==> src/rtl/uart_cmd_defs.sv <==
// Shared constants for the UART command framer: packet layout, byte indices, FSM states.
package uart_cmd_defs;

   localparam logic [7:0] SYNC_DEFAULT = 8'hA5;
   localparam int         PKT_LEN      = 10;

   typedef logic [$clog2(PKT_LEN)-1:0] idx_t;

   localparam idx_t IDX_SYNC   = 4'd0;
   localparam idx_t IDX_OP     = 4'd1;
   localparam idx_t IDX_PARAMS = 4'd2;
   localparam idx_t IDX_REGS1  = 4'd3;
   localparam idx_t IDX_REGS2  = 4'd4;
   localparam idx_t IDX_O1L    = 4'd5;
   localparam idx_t IDX_O1H    = 4'd6;
   localparam idx_t IDX_O2L    = 4'd7;
   localparam idx_t IDX_O2H    = 4'd8;
   localparam idx_t IDX_CHK    = 4'd9;

   typedef enum logic [1:0] {
      IDLE,
      COLLECT,
      CHECK,
      HOLD
   } state_t;

   typedef struct packed {
      logic [5:0]  op;
      logic [3:0]  params;
      logic [2:0]  a;
      logic [2:0]  b;
      logic [2:0]  y;
      logic [15:0] opnd1;
      logic [15:0] opnd2;
   } cmd_t;

endpackage

==> src/rtl/uart_cmd_parser_timeout.sv <==
// Inter-byte idle counter; o_expire is asserted in the last allowed idle cycle
// unless a byte clears the counter in that same cycle.
module uart_cmd_timeout #(
   parameter int unsigned TIMEOUT_CYCLES = 1000000
) (
   input  logic i_clk,
   input  logic i_rst,
   input  logic i_clr,
   input  logic i_en,
   output logic o_expire
);

   localparam int W = $clog2(TIMEOUT_CYCLES + 1);

   logic [W-1:0] r_cnt;

   always_ff @(posedge i_clk or posedge i_rst) begin
      if (i_rst) begin
         r_cnt <= '0;
      end else if (i_clr) begin
         r_cnt <= '0;
      end else if (i_en) begin
         r_cnt <= r_cnt + W'(1);
      end
   end

   assign o_expire = i_en && !i_clr && (r_cnt == W'(TIMEOUT_CYCLES - 1));

endmodule

==> src/rtl/uart_cmd_parser.sv <==
// Frames the UART RX byte stream into 10-byte ALU command packets with XOR checksum.
// Optional inter-byte timeout when UART_CMD_TIMEOUT_EN is defined.
module uart_cmd_parser
   import uart_cmd_defs::*;
#(
   parameter logic [7:0] SYNC_BYTE = SYNC_DEFAULT
`ifdef UART_CMD_TIMEOUT_EN
   , parameter int unsigned TIMEOUT_CYCLES = 1000000
`endif
) (
   input  logic        CLK,
   input  logic        RST,
   input  logic [7:0]  rxData,
   input  logic        rxReady,
   output logic        cmdValid,
   input  logic        cmdReady,
   output logic [5:0]  cmdOp,
   output logic [3:0]  cmdParams,
   output logic [2:0]  cmdA,
   output logic [2:0]  cmdB,
   output logic [2:0]  cmdY,
   output logic [15:0] cmdOpnd1,
   output logic [15:0] cmdOpnd2,
   output logic        errChecksum,
   output logic        errOverrun,
   output logic        errTimeout
);

   state_t     r_state, w_next;
   idx_t       r_idx;
   logic [7:0] r_chk;
   cmd_t       r_stage, r_cmd;
   logic       r_valid, r_err_chk, r_err_ovr, r_err_to;
   logic       w_start, w_collect, w_load, w_hs, w_abort;
   logic       w_err_chk, w_err_ovr, w_err_to, w_expire;

`ifdef UART_CMD_TIMEOUT_EN
   uart_cmd_timeout #(.TIMEOUT_CYCLES(TIMEOUT_CYCLES)) u_timeout (
      .i_clk    (CLK),
      .i_rst    (RST),
      .i_clr    (rxReady),
      .i_en     ((r_state == COLLECT) || (r_state == CHECK)),
      .o_expire (w_expire)
   );
`else
   assign w_expire = 1'b0;
`endif

   always_ff @(posedge CLK or posedge RST) begin
      if (RST) r_state <= IDLE;
      else     r_state <= w_next;
   end

   always_comb begin
      w_next    = r_state;
      w_start   = 1'b0;
      w_collect = 1'b0;
      w_load    = 1'b0;
      w_hs      = 1'b0;
      w_err_chk = 1'b0;
      w_err_ovr = 1'b0;
      w_err_to  = 1'b0;
      unique case (r_state)
         IDLE: begin
            if (rxReady && (rxData == SYNC_BYTE)) begin
               w_start = 1'b1;
               w_next  = COLLECT;
            end
         end
         COLLECT: begin
            if (rxReady) begin
               w_collect = 1'b1;
               if (r_idx == IDX_O2H) w_next = CHECK;
            end else if (w_expire) begin
               w_err_to = 1'b1;
               w_next   = IDLE;
            end
         end
         CHECK: begin
            if (rxReady) begin
               if (rxData == r_chk) begin
                  w_load = 1'b1;
                  w_next = HOLD;
               end else begin
                  w_err_chk = 1'b1;
                  w_next    = IDLE;
               end
            end else if (w_expire) begin
               w_err_to = 1'b1;
               w_next   = IDLE;
            end
         end
         HOLD: begin
            // A byte landing on the handshake cycle is treated as if already idle.
            if (cmdReady) begin
               w_hs   = 1'b1;
               w_next = IDLE;
               if (rxReady && (rxData == SYNC_BYTE)) begin
                  w_start = 1'b1;
                  w_next  = COLLECT;
               end
            end else if (rxReady) begin
               w_err_ovr = 1'b1;
            end
         end
         default: w_next = IDLE;
      endcase
   end

   assign w_abort = w_err_chk || w_err_to;

   always_ff @(posedge CLK or posedge RST) begin
      if (RST) begin
         r_idx     <= IDX_SYNC;
         r_chk     <= '0;
         r_stage   <= '0;
         r_cmd     <= '0;
         r_valid   <= 1'b0;
         r_err_chk <= 1'b0;
         r_err_ovr <= 1'b0;
         r_err_to  <= 1'b0;
      end else begin
         r_err_chk <= w_err_chk;
         r_err_ovr <= w_err_ovr;
         r_err_to  <= w_err_to;
         if (w_start) begin
            r_idx <= IDX_OP;
            r_chk <= '0;
         end else if (w_collect) begin
            r_chk <= r_chk ^ rxData;
            r_idx <= (r_idx == IDX_O2H) ? IDX_CHK : r_idx + idx_t'(1);
            case (r_idx)
               IDX_OP:     r_stage.op          <= rxData[5:0];
               IDX_PARAMS: r_stage.params      <= rxData[3:0];
               IDX_REGS1: begin
                  r_stage.a <= rxData[2:0];
                  r_stage.b <= rxData[5:3];
               end
               IDX_REGS2:  r_stage.y           <= rxData[2:0];
               IDX_O1L:    r_stage.opnd1[7:0]  <= rxData;
               IDX_O1H:    r_stage.opnd1[15:8] <= rxData;
               IDX_O2L:    r_stage.opnd2[7:0]  <= rxData;
               IDX_O2H:    r_stage.opnd2[15:8] <= rxData;
               default: ;
            endcase
         end else if (w_abort || w_load) begin
            r_idx <= IDX_SYNC;
         end
         if (w_load) begin
            r_cmd   <= r_stage;
            r_valid <= 1'b1;
         end else if (w_hs) begin
            r_valid <= 1'b0;
         end
      end
   end

   assign cmdValid    = r_valid;
   assign cmdOp       = r_cmd.op;
   assign cmdParams   = r_cmd.params;
   assign cmdA        = r_cmd.a;
   assign cmdB        = r_cmd.b;
   assign cmdY        = r_cmd.y;
   assign cmdOpnd1    = r_cmd.opnd1;
   assign cmdOpnd2    = r_cmd.opnd2;
   assign errChecksum = r_err_chk;
   assign errOverrun  = r_err_ovr;
   assign errTimeout  = r_err_to;

endmodule

==> config.mk <==
export PLATFORM = sky130hd
export DESIGN_NAME = uart_cmd_parser
export DESIGN_NICKNAME = d
export VERILOG_FILES = /design/src/rtl/uart_cmd_defs.sv /design/src/rtl/uart_cmd_parser_timeout.sv /design/src/rtl/uart_cmd_parser.sv
export SDC_FILE = /design/constraint.sdc
export NUM_CORES = 1
export LEC_CHECK = 0
export ABC_AREA = 0
export ABC_CLOCK_PERIOD_IN_PS = 11900
export CAP_MARGIN = 20
export CORE_MARGIN = 2
export CORE_UTILIZATION = 50
export DETAILED_ROUTE_END_ITERATION = 10
export PLACE_DENSITY = 0.74
export SLEW_MARGIN = 20
export SYNTH_ARGS = -nofsm -noshare
export SYNTH_HDL_FRONTEND = slang
export SYNTH_SLANG_ARGS = --single-unit
export TNS_END_PERCENT = 1
==> constraint.sdc <==
create_clock -name CLK -period 11.9 [get_ports CLK]
set_clock_uncertainty 0.05 [all_clocks]
set_input_delay 2.38 -clock CLK [delete_from_list [all_inputs] [get_ports CLK]]
set_output_delay 2.38 -clock CLK [all_outputs]
set_load 0.01 [all_outputs]
Word-level counts from Yosys, hierarchy flattened
Index checks and enable logic that the tools add are counted.
- bits in registers: 119
- input bits: 12
- output and inout port bits: 55
- logic and storage cells: 89
- $add $sub $neg: 1
- equal/unequal tests: 18
- muxes and demuxes: 31
- bitwise gates (word level): 2
- reductions and logical operators: 15
- operators with widths (operator ; count):
    AND reduction 3 bit ; 8
    two-way mux 1 bit ; 17
    equality test 4 x 3 -> 1 bit (second input constant) ; 4
    two-way mux 4 bit ; 4
    two-way mux 8 bit ; 2
    two-way mux 2 bit ; 6
    inequality test 2 bit (second input constant) ; 5
    equality test 4 x 2 -> 1 bit (second input constant) ; 2
    equality test 8 bit ; 1
    equality test 8 bit (second input constant) ; 1
    case mux 2 bit (4 select lines) ; 1
    bitwise XOR 8 bit ; 1
    AND reduction 5 bit ; 1
    adder 4 x 1 -> 4 bit (second input constant) ; 1
    equality test 2 bit (second input constant) ; 2
    equality test 4 x 1 -> 1 bit (second input constant) ; 1
    equality test 4 bit (second input constant) ; 1
    nonzero test 2 bit ; 2
    nonzero test 3 bit ; 1
    equality test 2 x 1 -> 1 bit (second input constant) ; 1
    zero test 2 bit ; 1
    case mux 1 bit (2 select lines) ; 1
    logical AND 1 bit ; 1
    logical OR 1 bit ; 1
    NOT 1 bit ; 1

Depth between registers and ports, before layout
- word-level depth: 8
- depth in mapped cells: 7
- depth with buffers taken out: 6

Worst setup path after synthesis
Ideal clock, no wire load.
- kind: input-to-reg
- start: input rxData[4]
- end: register r_cmd, in the netlist cmdA[0]
- library setup time: 0.125 ns
- arrival: 3.820 ns
- required time: 11.725 ns
- setup slack: 7.906 ns
- stages on the path: 6
- path buffers: 2
- path through: clkbuf_1 xnor2_1 nand4_1 nor3_4 buf_6 mux2_2
- longest elaborated chain between the ends: 4
- ends and longest elaborated chain (what ; RTL line ; text):
    from (decl) ; uart_cmd_parser.sv:13 ; input logic [7:0] rxData,
    equality test 8 bit ; uart_cmd_parser.sv:81 ; if (rxData == r_chk) begin
    two-way mux 1 bit ; uart_cmd_parser.sv:81 ;
    two-way mux 1 bit ; uart_cmd_parser.sv:80 ; if (rxReady) begin
    two-way mux 1 bit ; uart_cmd_parser.sv:63 ; unique case (r_state)
    to (signal assigned) ; uart_cmd_parser.sv:150 ; r_cmd <= r_stage;
    to (decl) ; uart_cmd_parser.sv:32 ; cmd_t r_stage, r_cmd;
Every way passes these cells.
A chain may end at the register's enable or synchronous reset.

Worst setup path in the final report
- start: input rxData[1]
- end: register r_cmd, in the netlist cmdOp[2]
The elaborated chain is that of the path after synthesis.

==> flow_summary.html <==
<table>
<tr><th>Metric</th><th>Value</th></tr>
<tr><th colspan="2">Status</th></tr>
<tr><td>Run status</td><td>finished clean</td></tr>
<tr><th colspan="2">Global routing</th></tr>
<tr><td>Pin count of the biggest net entering global routing</td><td>74</td></tr>
<tr><td>Number of antenna violations at the first check in global routing</td><td>0</td></tr>
<tr><td>Total global-route track usage</td><td>roughly a fifth</td></tr>
<tr><td>Via count of the first global-routing pass</td><td>3100</td></tr>
<tr><td>First-pass GRT wire length</td><td>16600 um</td></tr>
<tr><td>Remaining global-route overflow</td><td>0</td></tr>
<tr><th colspan="2">Power and ir drop</th></tr>
<tr><td>Design internal power</td><td>880 uW</td></tr>
<tr><td>Switching share of power</td><td>27.2%</td></tr>
<tr><td>Worst-case vdd ir drop</td><td>about 0.10 mV</td></tr>
<tr><td>Sw power</td><td>329 uW</td></tr>
<tr><td>Part of the power in combinational logic</td><td>~17%</td></tr>
<tr><td>Ratio of total power to cell area</td><td>about 190 nW/um2</td></tr>
<tr><td>Clock Power Share</td><td>between 30% and 40%</td></tr>
<tr><td>Sequential fraction of design power</td><td>43.4%</td></tr>
<tr><td>Leakage dissipation</td><td>0.00296 uW</td></tr>
<tr><th colspan="2">Timing</th></tr>
<tr><td>Final worst-path cycle share</td><td>43.8%</td></tr>
<tr><td>Sum of negative setup slack</td><td>0 ns</td></tr>
<tr><td>Tightest slew margin relative to the limit</td><td>33.7%</td></tr>
<tr><td>Achievable Freq</td><td>192 MHz</td></tr>
<tr><td>Final Hold Fails</td><td>0</td></tr>
<tr><td>Unrepaired setup endpoints after global routing</td><td>no</td></tr>
<tr><td>Slew at the pin closest to its max-slew limit</td><td>0.991 ns</td></tr>
<tr><td>Fin Hold WS</td><td>around 0.42 ns</td></tr>
<tr><td>Final-report max-slew violation count</td><td>0</td></tr>
<tr><td>Final WS setup</td><td>6.69 ns</td></tr>
<tr><td>Final setup violation count</td><td>0</td></tr>
<tr><td>Min Clock Period, post-route</td><td>5.21 ns</td></tr>
<tr><th colspan="2">Worst hold path</th></tr>
<tr><td>Class of the worst hold path</td><td>reg2reg</td></tr>
<tr><th colspan="2">Route</th></tr>
<tr><td>Antenna Nets Post-Route</td><td>0</td></tr>
<tr><td>DRC violations left</td><td>0</td></tr>
<tr><td>First-iteration detailed-routing DRC count</td><td>106</td></tr>
<tr><td>1st-pass router iterations</td><td>4</td></tr>
<tr><td>Final routed wire length divided by cell count</td><td>17.3 um</td></tr>
<tr><td>Via count</td><td>2925</td></tr>
<tr><td>Total wire length after detailed routing</td><td>~10000 um</td></tr>
<tr><td>Via density per instance</td><td>roughly 5.2</td></tr>
<tr><th colspan="2">Cells and area</th></tr>
<tr><td>Most common cell after layout, fill and taps aside</td><td>sky130_fd_sc_hd__dfrtp_1</td></tr>
<tr><td>Post-route standard cell area excluding fillers</td><td>6330 um2</td></tr>
<tr><td>Final instance count without filler cells</td><td>567</td></tr>
<tr><td>Top library cells by usage in the layout, fill and taps aside</td><td>sky130_fd_sc_hd__dfrtp_1, sky130_fd_sc_hd__mux2_2, sky130_fd_sc_hd__clkdlybuf4s50_1</td></tr>
<tr><td>Number of nets at the end of the flow</td><td>442</td></tr>
<tr><td>Share of final-layout standard cells stronger than drive strength 1</td><td>33.4%</td></tr>
<tr><td>Diode insertion count for antenna repair</td><td>0</td></tr>
<tr><td>Area added between synthesis and finish</td><td>25.8%</td></tr>
<tr><th colspan="2">Clock network</th></tr>
<tr><td>CTS root buffer</td><td>sky130_fd_sc_hd__clkbuf_8</td></tr>
<tr><td>Clock Sink Count</td><td>around 120</td></tr>
<tr><td>Quantity of gates resized following cts</td><td>0</td></tr>
<tr><td>Number of buffers inserted by hold repair at cts</td><td>0</td></tr>
<tr><td>CTS Buffer Depth</td><td>2</td></tr>
<tr><td>Htree depth</td><td>4</td></tr>
<tr><td>Register clock-pin slew on the reported worst setup and hold paths</td><td>approximately 0.050 ns</td></tr>
<tr><td>Clock tree from TritonCTS</td><td>yes</td></tr>
<tr><td>Number of CTS-inserted buffers</td><td>17</td></tr>
<tr><td>Buffer count from post-CTS setup fixing</td><td>0</td></tr>
<tr><td>Later-pin clock latency in the skew report</td><td>0.50 ns</td></tr>
<tr><th colspan="2">Setup path</th></tr>
<tr><td>Worst setup EP type</td><td>flop</td></tr>
<tr><td>Maximum fanout along the worst path</td><td>31</td></tr>
<tr><td>Arrival time worst endpoint</td><td>5.55 ns</td></tr>
<tr><td>Path type of the worst setup path</td><td>in2reg</td></tr>
<tr><td>Nature of the critical path startpoint</td><td>input port</td></tr>
<tr><td>Required @ worst endpoint</td><td>12.23 ns</td></tr>
<tr><th colspan="2">Floorplan</th></tr>
<tr><td>Die area</td><td>10900 um2</td></tr>
<tr><td>Core region area</td><td>slightly below 10000 um2</td></tr>
<tr><td>Initial standard-cell utilization of the core</td><td>51.5%</td></tr>
<tr><td>Num rows</td><td>36</td></tr>
<tr><td>Top Ports</td><td>67</td></tr>
<tr><td>Die outline width</td><td>104 um</td></tr>
<tr><td>DIE HEIGHT</td><td>104 um</td></tr>
<tr><th colspan="2">Synth</th></tr>
<tr><td>Cell area after synthesis</td><td>slightly above 5000 um2</td></tr>
<tr><td>Synthesized netlist net count</td><td>371</td></tr>
<tr><td>Avg Cell Area, Syn</td><td>between 10 and 15 um2</td></tr>
<tr><td>Number of distinct library cell variants in the gate-level netlist after synthesis</td><td>39</td></tr>
<tr><td>Flop and latch count out of synthesis</td><td>119</td></tr>
<tr><td>Yosys warning count</td><td>0</td></tr>
<tr><td>Post-Syn Instances</td><td>350</td></tr>
<tr><td>Proportion of synthesized chip area in sequential cells</td><td>59.2%</td></tr>
<tr><th colspan="2">Placed design</th></tr>
<tr><td>Instance count after placement with tap cells included</td><td>535</td></tr>
<tr><td>Port bufs</td><td>65</td></tr>
<tr><td>GPL Wtd Cong</td><td>between 0.8 and 0.9</td></tr>
<tr><td>Worst slack, placed</td><td>6.15 ns</td></tr>
<tr><td>Placed standard-cell area</td><td>5760 um2</td></tr>
<tr><td>Final HPWL DP</td><td>6220 um</td></tr>
<tr><th colspan="2">Flow run</th></tr>
<tr><td>Max-Cap Viols</td><td>0</td></tr>
</table>
cells by family after synthesis:
group,count (synthesis),share of synthesized area [%]
flip-flops,119,59.2
multiplexers,105,23.5
AND/OR/NAND/NOR,48,5.00
buffers and inverters,29,3.13
AO/OA/AOI/OAI,23,4.05
XOR/XNOR,16,2.79
adder cells (fa/ha/maj),9,2.24
other,1,0.0746
metal layers:
layer  vias up  GRT usage [%]  part of all wire, %
li1       1355              -                    -
met1      1481           27.1                   47
met2        78           30.6                   48
met3        11           4.57                  4.1
met4         0           6.47                  1.1
met5         -              0                    0
synthesized netlist by cell type:
cell type	n	area [um2]
sky130_fd_sc_hd__o21ai_0	2	10.0
sky130_fd_sc_hd__nor4_2	1	12.5
sky130_fd_sc_hd__nand4_1	3	18.8
sky130_fd_sc_hd__a2111oi_0	1	8.76
sky130_fd_sc_hd__buf_4	2	15.0
sky130_fd_sc_hd__and4b_1	1	10.0
sky130_fd_sc_hd__mux2_1	5	56.3
sky130_fd_sc_hd__nor3_1	1	5.00
sky130_fd_sc_hd__a21oi_1	4	20.0
sky130_fd_sc_hd__ha_1	9	113
sky130_fd_sc_hd__and3b_1	1	8.76
sky130_fd_sc_hd__o31ai_1	2	15.0
sky130_fd_sc_hd__o221a_2	1	11.3
sky130_fd_sc_hd__o41a_1	1	11.3
sky130_fd_sc_hd__nor2_1	14	52.6
sky130_fd_sc_hd__nand2b_1	1	6.26
sky130_fd_sc_hd__inv_1	13	48.8
sky130_fd_sc_hd__nor3_4	1	16.3
sky130_fd_sc_hd__dfrtp_1	119	2980
sky130_fd_sc_hd__buf_2	3	15.0
sky130_fd_sc_hd__buf_6	5	56.3
sky130_fd_sc_hd__a21oi_2	5	43.8
sky130_fd_sc_hd__a21o_1	1	7.51
sky130_fd_sc_hd__o211ai_1	1	7.51
sky130_fd_sc_hd__a2bb2oi_1	1	8.76
sky130_fd_sc_hd__nand2_1	18	67.6
sky130_fd_sc_hd__conb_1	1	3.75
sky130_fd_sc_hd__and2_1	2	12.5
sky130_fd_sc_hd__nand3_1	1	5.00
sky130_fd_sc_hd__clkbuf_1	6	22.5
sky130_fd_sc_hd__o21bai_1	1	7.51
sky130_fd_sc_hd__a211oi_2	1	12.5
sky130_fd_sc_hd__or3_4	1	11.3
sky130_fd_sc_hd__xnor2_1	8	70.1
sky130_fd_sc_hd__mux2_2	100	1130
sky130_fd_sc_hd__nand3b_1	1	7.51
sky130_fd_sc_hd__nand4b_1	2	17.5
sky130_fd_sc_hd__a211oi_4	2	40.0
sky130_fd_sc_hd__xor2_1	8	70.1
power by group through the flow:
stage	logic, uW	clock network (uW)	registers [uW]
floorplan	163	0	516
global placement	202	0	527
detailed placement	206	0	529
CTS	209	487	524
global route	232	509	534
finish	206	478	524
sequential cells by signal, summed over array words and instances, names as in the netlist, 4 cells and up:
| register | flops |
|---|---|
| cmdOp | 6 |
| cmdOpnd1 | 16 |
| cmdOpnd2 | 16 |
| cmdParams | 4 |
| r_chk | 8 |
| r_idx | 4 |
| r_stage | 51 |
critical path: stages:
cell,delay [ns]
sky130_fd_sc_hd__clkdlybuf4s50_1,0.91
sky130_fd_sc_hd__xnor2_1,0.20
sky130_fd_sc_hd__nand4_1,0.25
sky130_fd_sc_hd__nor3_4,0.86
sky130_fd_sc_hd__buf_4,0.53
sky130_fd_sc_hd__mux2_2,0.39
per-stage QoR:
step	utilization [%]	total power, uW
2_1_floorplan	-	680
3_3_place_gp	59.0	728
3_5_place_dp	59.0	735
4_1_cts	64.7	1220
5_1_grt	64.7	1270
6_report	64.7	1210
layout make-up:
class	count	area (um2)
fill	743	3450
sequential	119	2980
multi-input combinational	202	1890
timing repair buffer	68	673
clock buffer	21	439
tap	133	166
clock inverter	11	125
inverter	13	51.3
worst paths after layout:
check                                 from           to  slack, ns  cells after the start
worst max-delay path             rxData[1]     cmdOp[2]       6.69                      6
worst min-delay path              cmdValid     cmdValid       0.42                      1
worst max register to register  r_state[0]     cmdOp[2]       8.96                      6
worst min register to register    cmdValid     cmdValid       0.42                      1
max in group asynchronous              RST     cmdValid       8.24                      3
min in group asynchronous              RST  r_stage[16]       2.25                      2
Note: power is estimated with default switching activity, not from simulation.
==> edit, RTL diff (same flow settings) <==
Compare `r_idx` against `IDX_O2H` with >= in place of ==.
--- a/src/rtl/uart_cmd_parser.sv
+++ b/src/rtl/uart_cmd_parser.sv
@@ -70,7 +70,7 @@
          COLLECT: begin
             if (rxReady) begin
                w_collect = 1'b1;
-               if (r_idx == IDX_O2H) w_next = CHECK;
+               if (r_idx >= IDX_O2H) w_next = CHECK;
             end else if (w_expire) begin
                w_err_to = 1'b1;
                w_next   = IDLE;
Check against the original RTL: no difference found for any inputs over 10 cycles, from zero or initial values and one cycle with RST high; that may be too few to reach the edited logic, so the function may still have changed.
==> edit against the unedited design <==
  * Global-route usage rose by 0.14 points
  * Cell area fell by 0.57%
  * Critical path depth did not move
  * Maximum frequency rose by 0.66%
  * Area after synthesis fell by 0.67%
  * Worst setup slack improved by 0.034 ns
  * Sequential cell count did not move
  * Die area fell by 0.64%
  * Total power rose by 4.2%
  * Routed wire length fell by 0.68%
  * Critical path type unchanged
  * Largest cell class unchanged
  * Highest routed layer unchanged
==> edit: results <==
export IMPL_synth_compound_area_frac=0.0331
export IMPL_tightest_slew_ns=1.09
export IMPL_p_leak_nw=2.95
export IMPL_synth_area_mux_share=0.234
export IMPL_dpl_hpwl_um=6180
export IMPL_rr_endpoint="cmdOpnd2[7]"
export IMPL_grt_use_met1=0.257
export IMPL_r2r_slack_ns=8.88
export IMPL_pre_cts_ws_ns=6.16
export IMPL_grt_use_met2=0.308
export IMPL_layout_drive_gt1_share=0.300
export IMPL_arrival_ns=5.52
export IMPL_vdd_drop_max_mv=0.103
export IMPL_met3_usage=0.0639
export IMPL_synth_common_cells="dfrtp_1 (119), mux2_2 (88), nand2_1 (20)"
export IMPL_synth_area_top_cells="dfrtp_1 (60%), mux2_2 (20%), mux2_1 (3.4%)"
export IMPL_clkLatencyLatePin_ns=0.52
export IMPL_ys_seq_area_frac=0.596
export IMPL_outcome="complete, no violations"
export IMPL_final_util=0.647
export IMPL_grt_use_total=0.197
export IMPL_p_int_mw=0.916
export IMPL_vias_per_cell=5.24
export IMPL_drt_iter0_markers=150
export IMPL_synthXorXnorAreaFrac=0.0280
export IMPL_first_global_vias=3097
export IMPL_grt_start_max_net_pins=65
export IMPL_synthAdderAreaFrac=0.0225
export IMPL_yosysUniqueCellTypes=41
export IMPL_avgRoutedWirePerCell_um=17.2
export IMPL_grt_pass1_wl_um=16400
[edit: changes by cell type after synthesis, sizes merged, moves of 2 or more]
| cell | delta |
|---|---|
| o22ai | +2 |
| o31ai | -2 |
| a21oi | +2 |
| inv | -3 |
| mux2 | -2 |
| nand2 | +2 |
| nand4b | -2 |
| a211oi | -3 |
[edit: kinds of logic (layout without fill, tap and decap cells)]
group	count (synthesis)	count (layout)
buffers and inverters	26	110
and+or+nand+nor	53	53
xor gates and xnor gates	16	16
adders and majority gates	9	9
other	1	1
muxes	104	104
DFF	119	119
AOI/OAI and AO/OA	22	22
[edit: worst max-delay path by stage]
stage | start | end | slack, ns | depth (start not counted)
finish | rxData[2] | cmdOpnd2[7] | 6.72 | 6
floorplan | RST | cmdA[0] | 6.31 | 1
global route | rxData[2] | cmdOpnd2[7] | 6.55 | 6
CTS | rxData[2] | cmdOpnd2[7] | 6.71 | 6
detailed placement | rxData[1] | cmdOpnd1[4] | 6.16 | 6
global placement | rxData[1] | cmdOpnd1[9] | 6.21 | 6
[edit: cell type report]
type,count,area share
clock inverter,11,0.0197
clock buffer,21,0.0698
multi-input combinational,205,0.297
sequential,119,0.473
tap,133,0.0265
timing repair buffer,68,0.107
inverter,10,0.00636
[edit: through the flow]
step,hold WS [ns],std cells
final,0.426,567
after global routing,0.452,567
after CTS,0.434,567
after detailed placement,0.420,535
after global placement,0.417,535
after floorplan,0.410,350
[edit: metal layers]
layer	part of all wire	up-vias
li1	-	1363
met2	0.49	69
met5	0	-
met1	0.46	1525
met4	0.017	0
met3	0.041	15
[edit: worst reg2reg max path: stages, from the launching register on]
cell and delay (ns):
dfrtp_1 0.40, inv_1 0.15, ha_1 0.23, nand2_1 0.20
nor3_4 0.94, buf_4 0.54, mux2_2 0.41
[edit: power groups by stage]
stage | clock (mW) | combinational [mW] | sequential (mW)
final | 0.481 | 0.226 | 0.552
after floorplan | 0 | 0.180 | 0.542
after global routing | 0.510 | 0.254 | 0.564
after CTS | 0.490 | 0.228 | 0.552
after global placement | 0 | 0.221 | 0.553
after detailed placement | 0 | 0.226 | 0.558
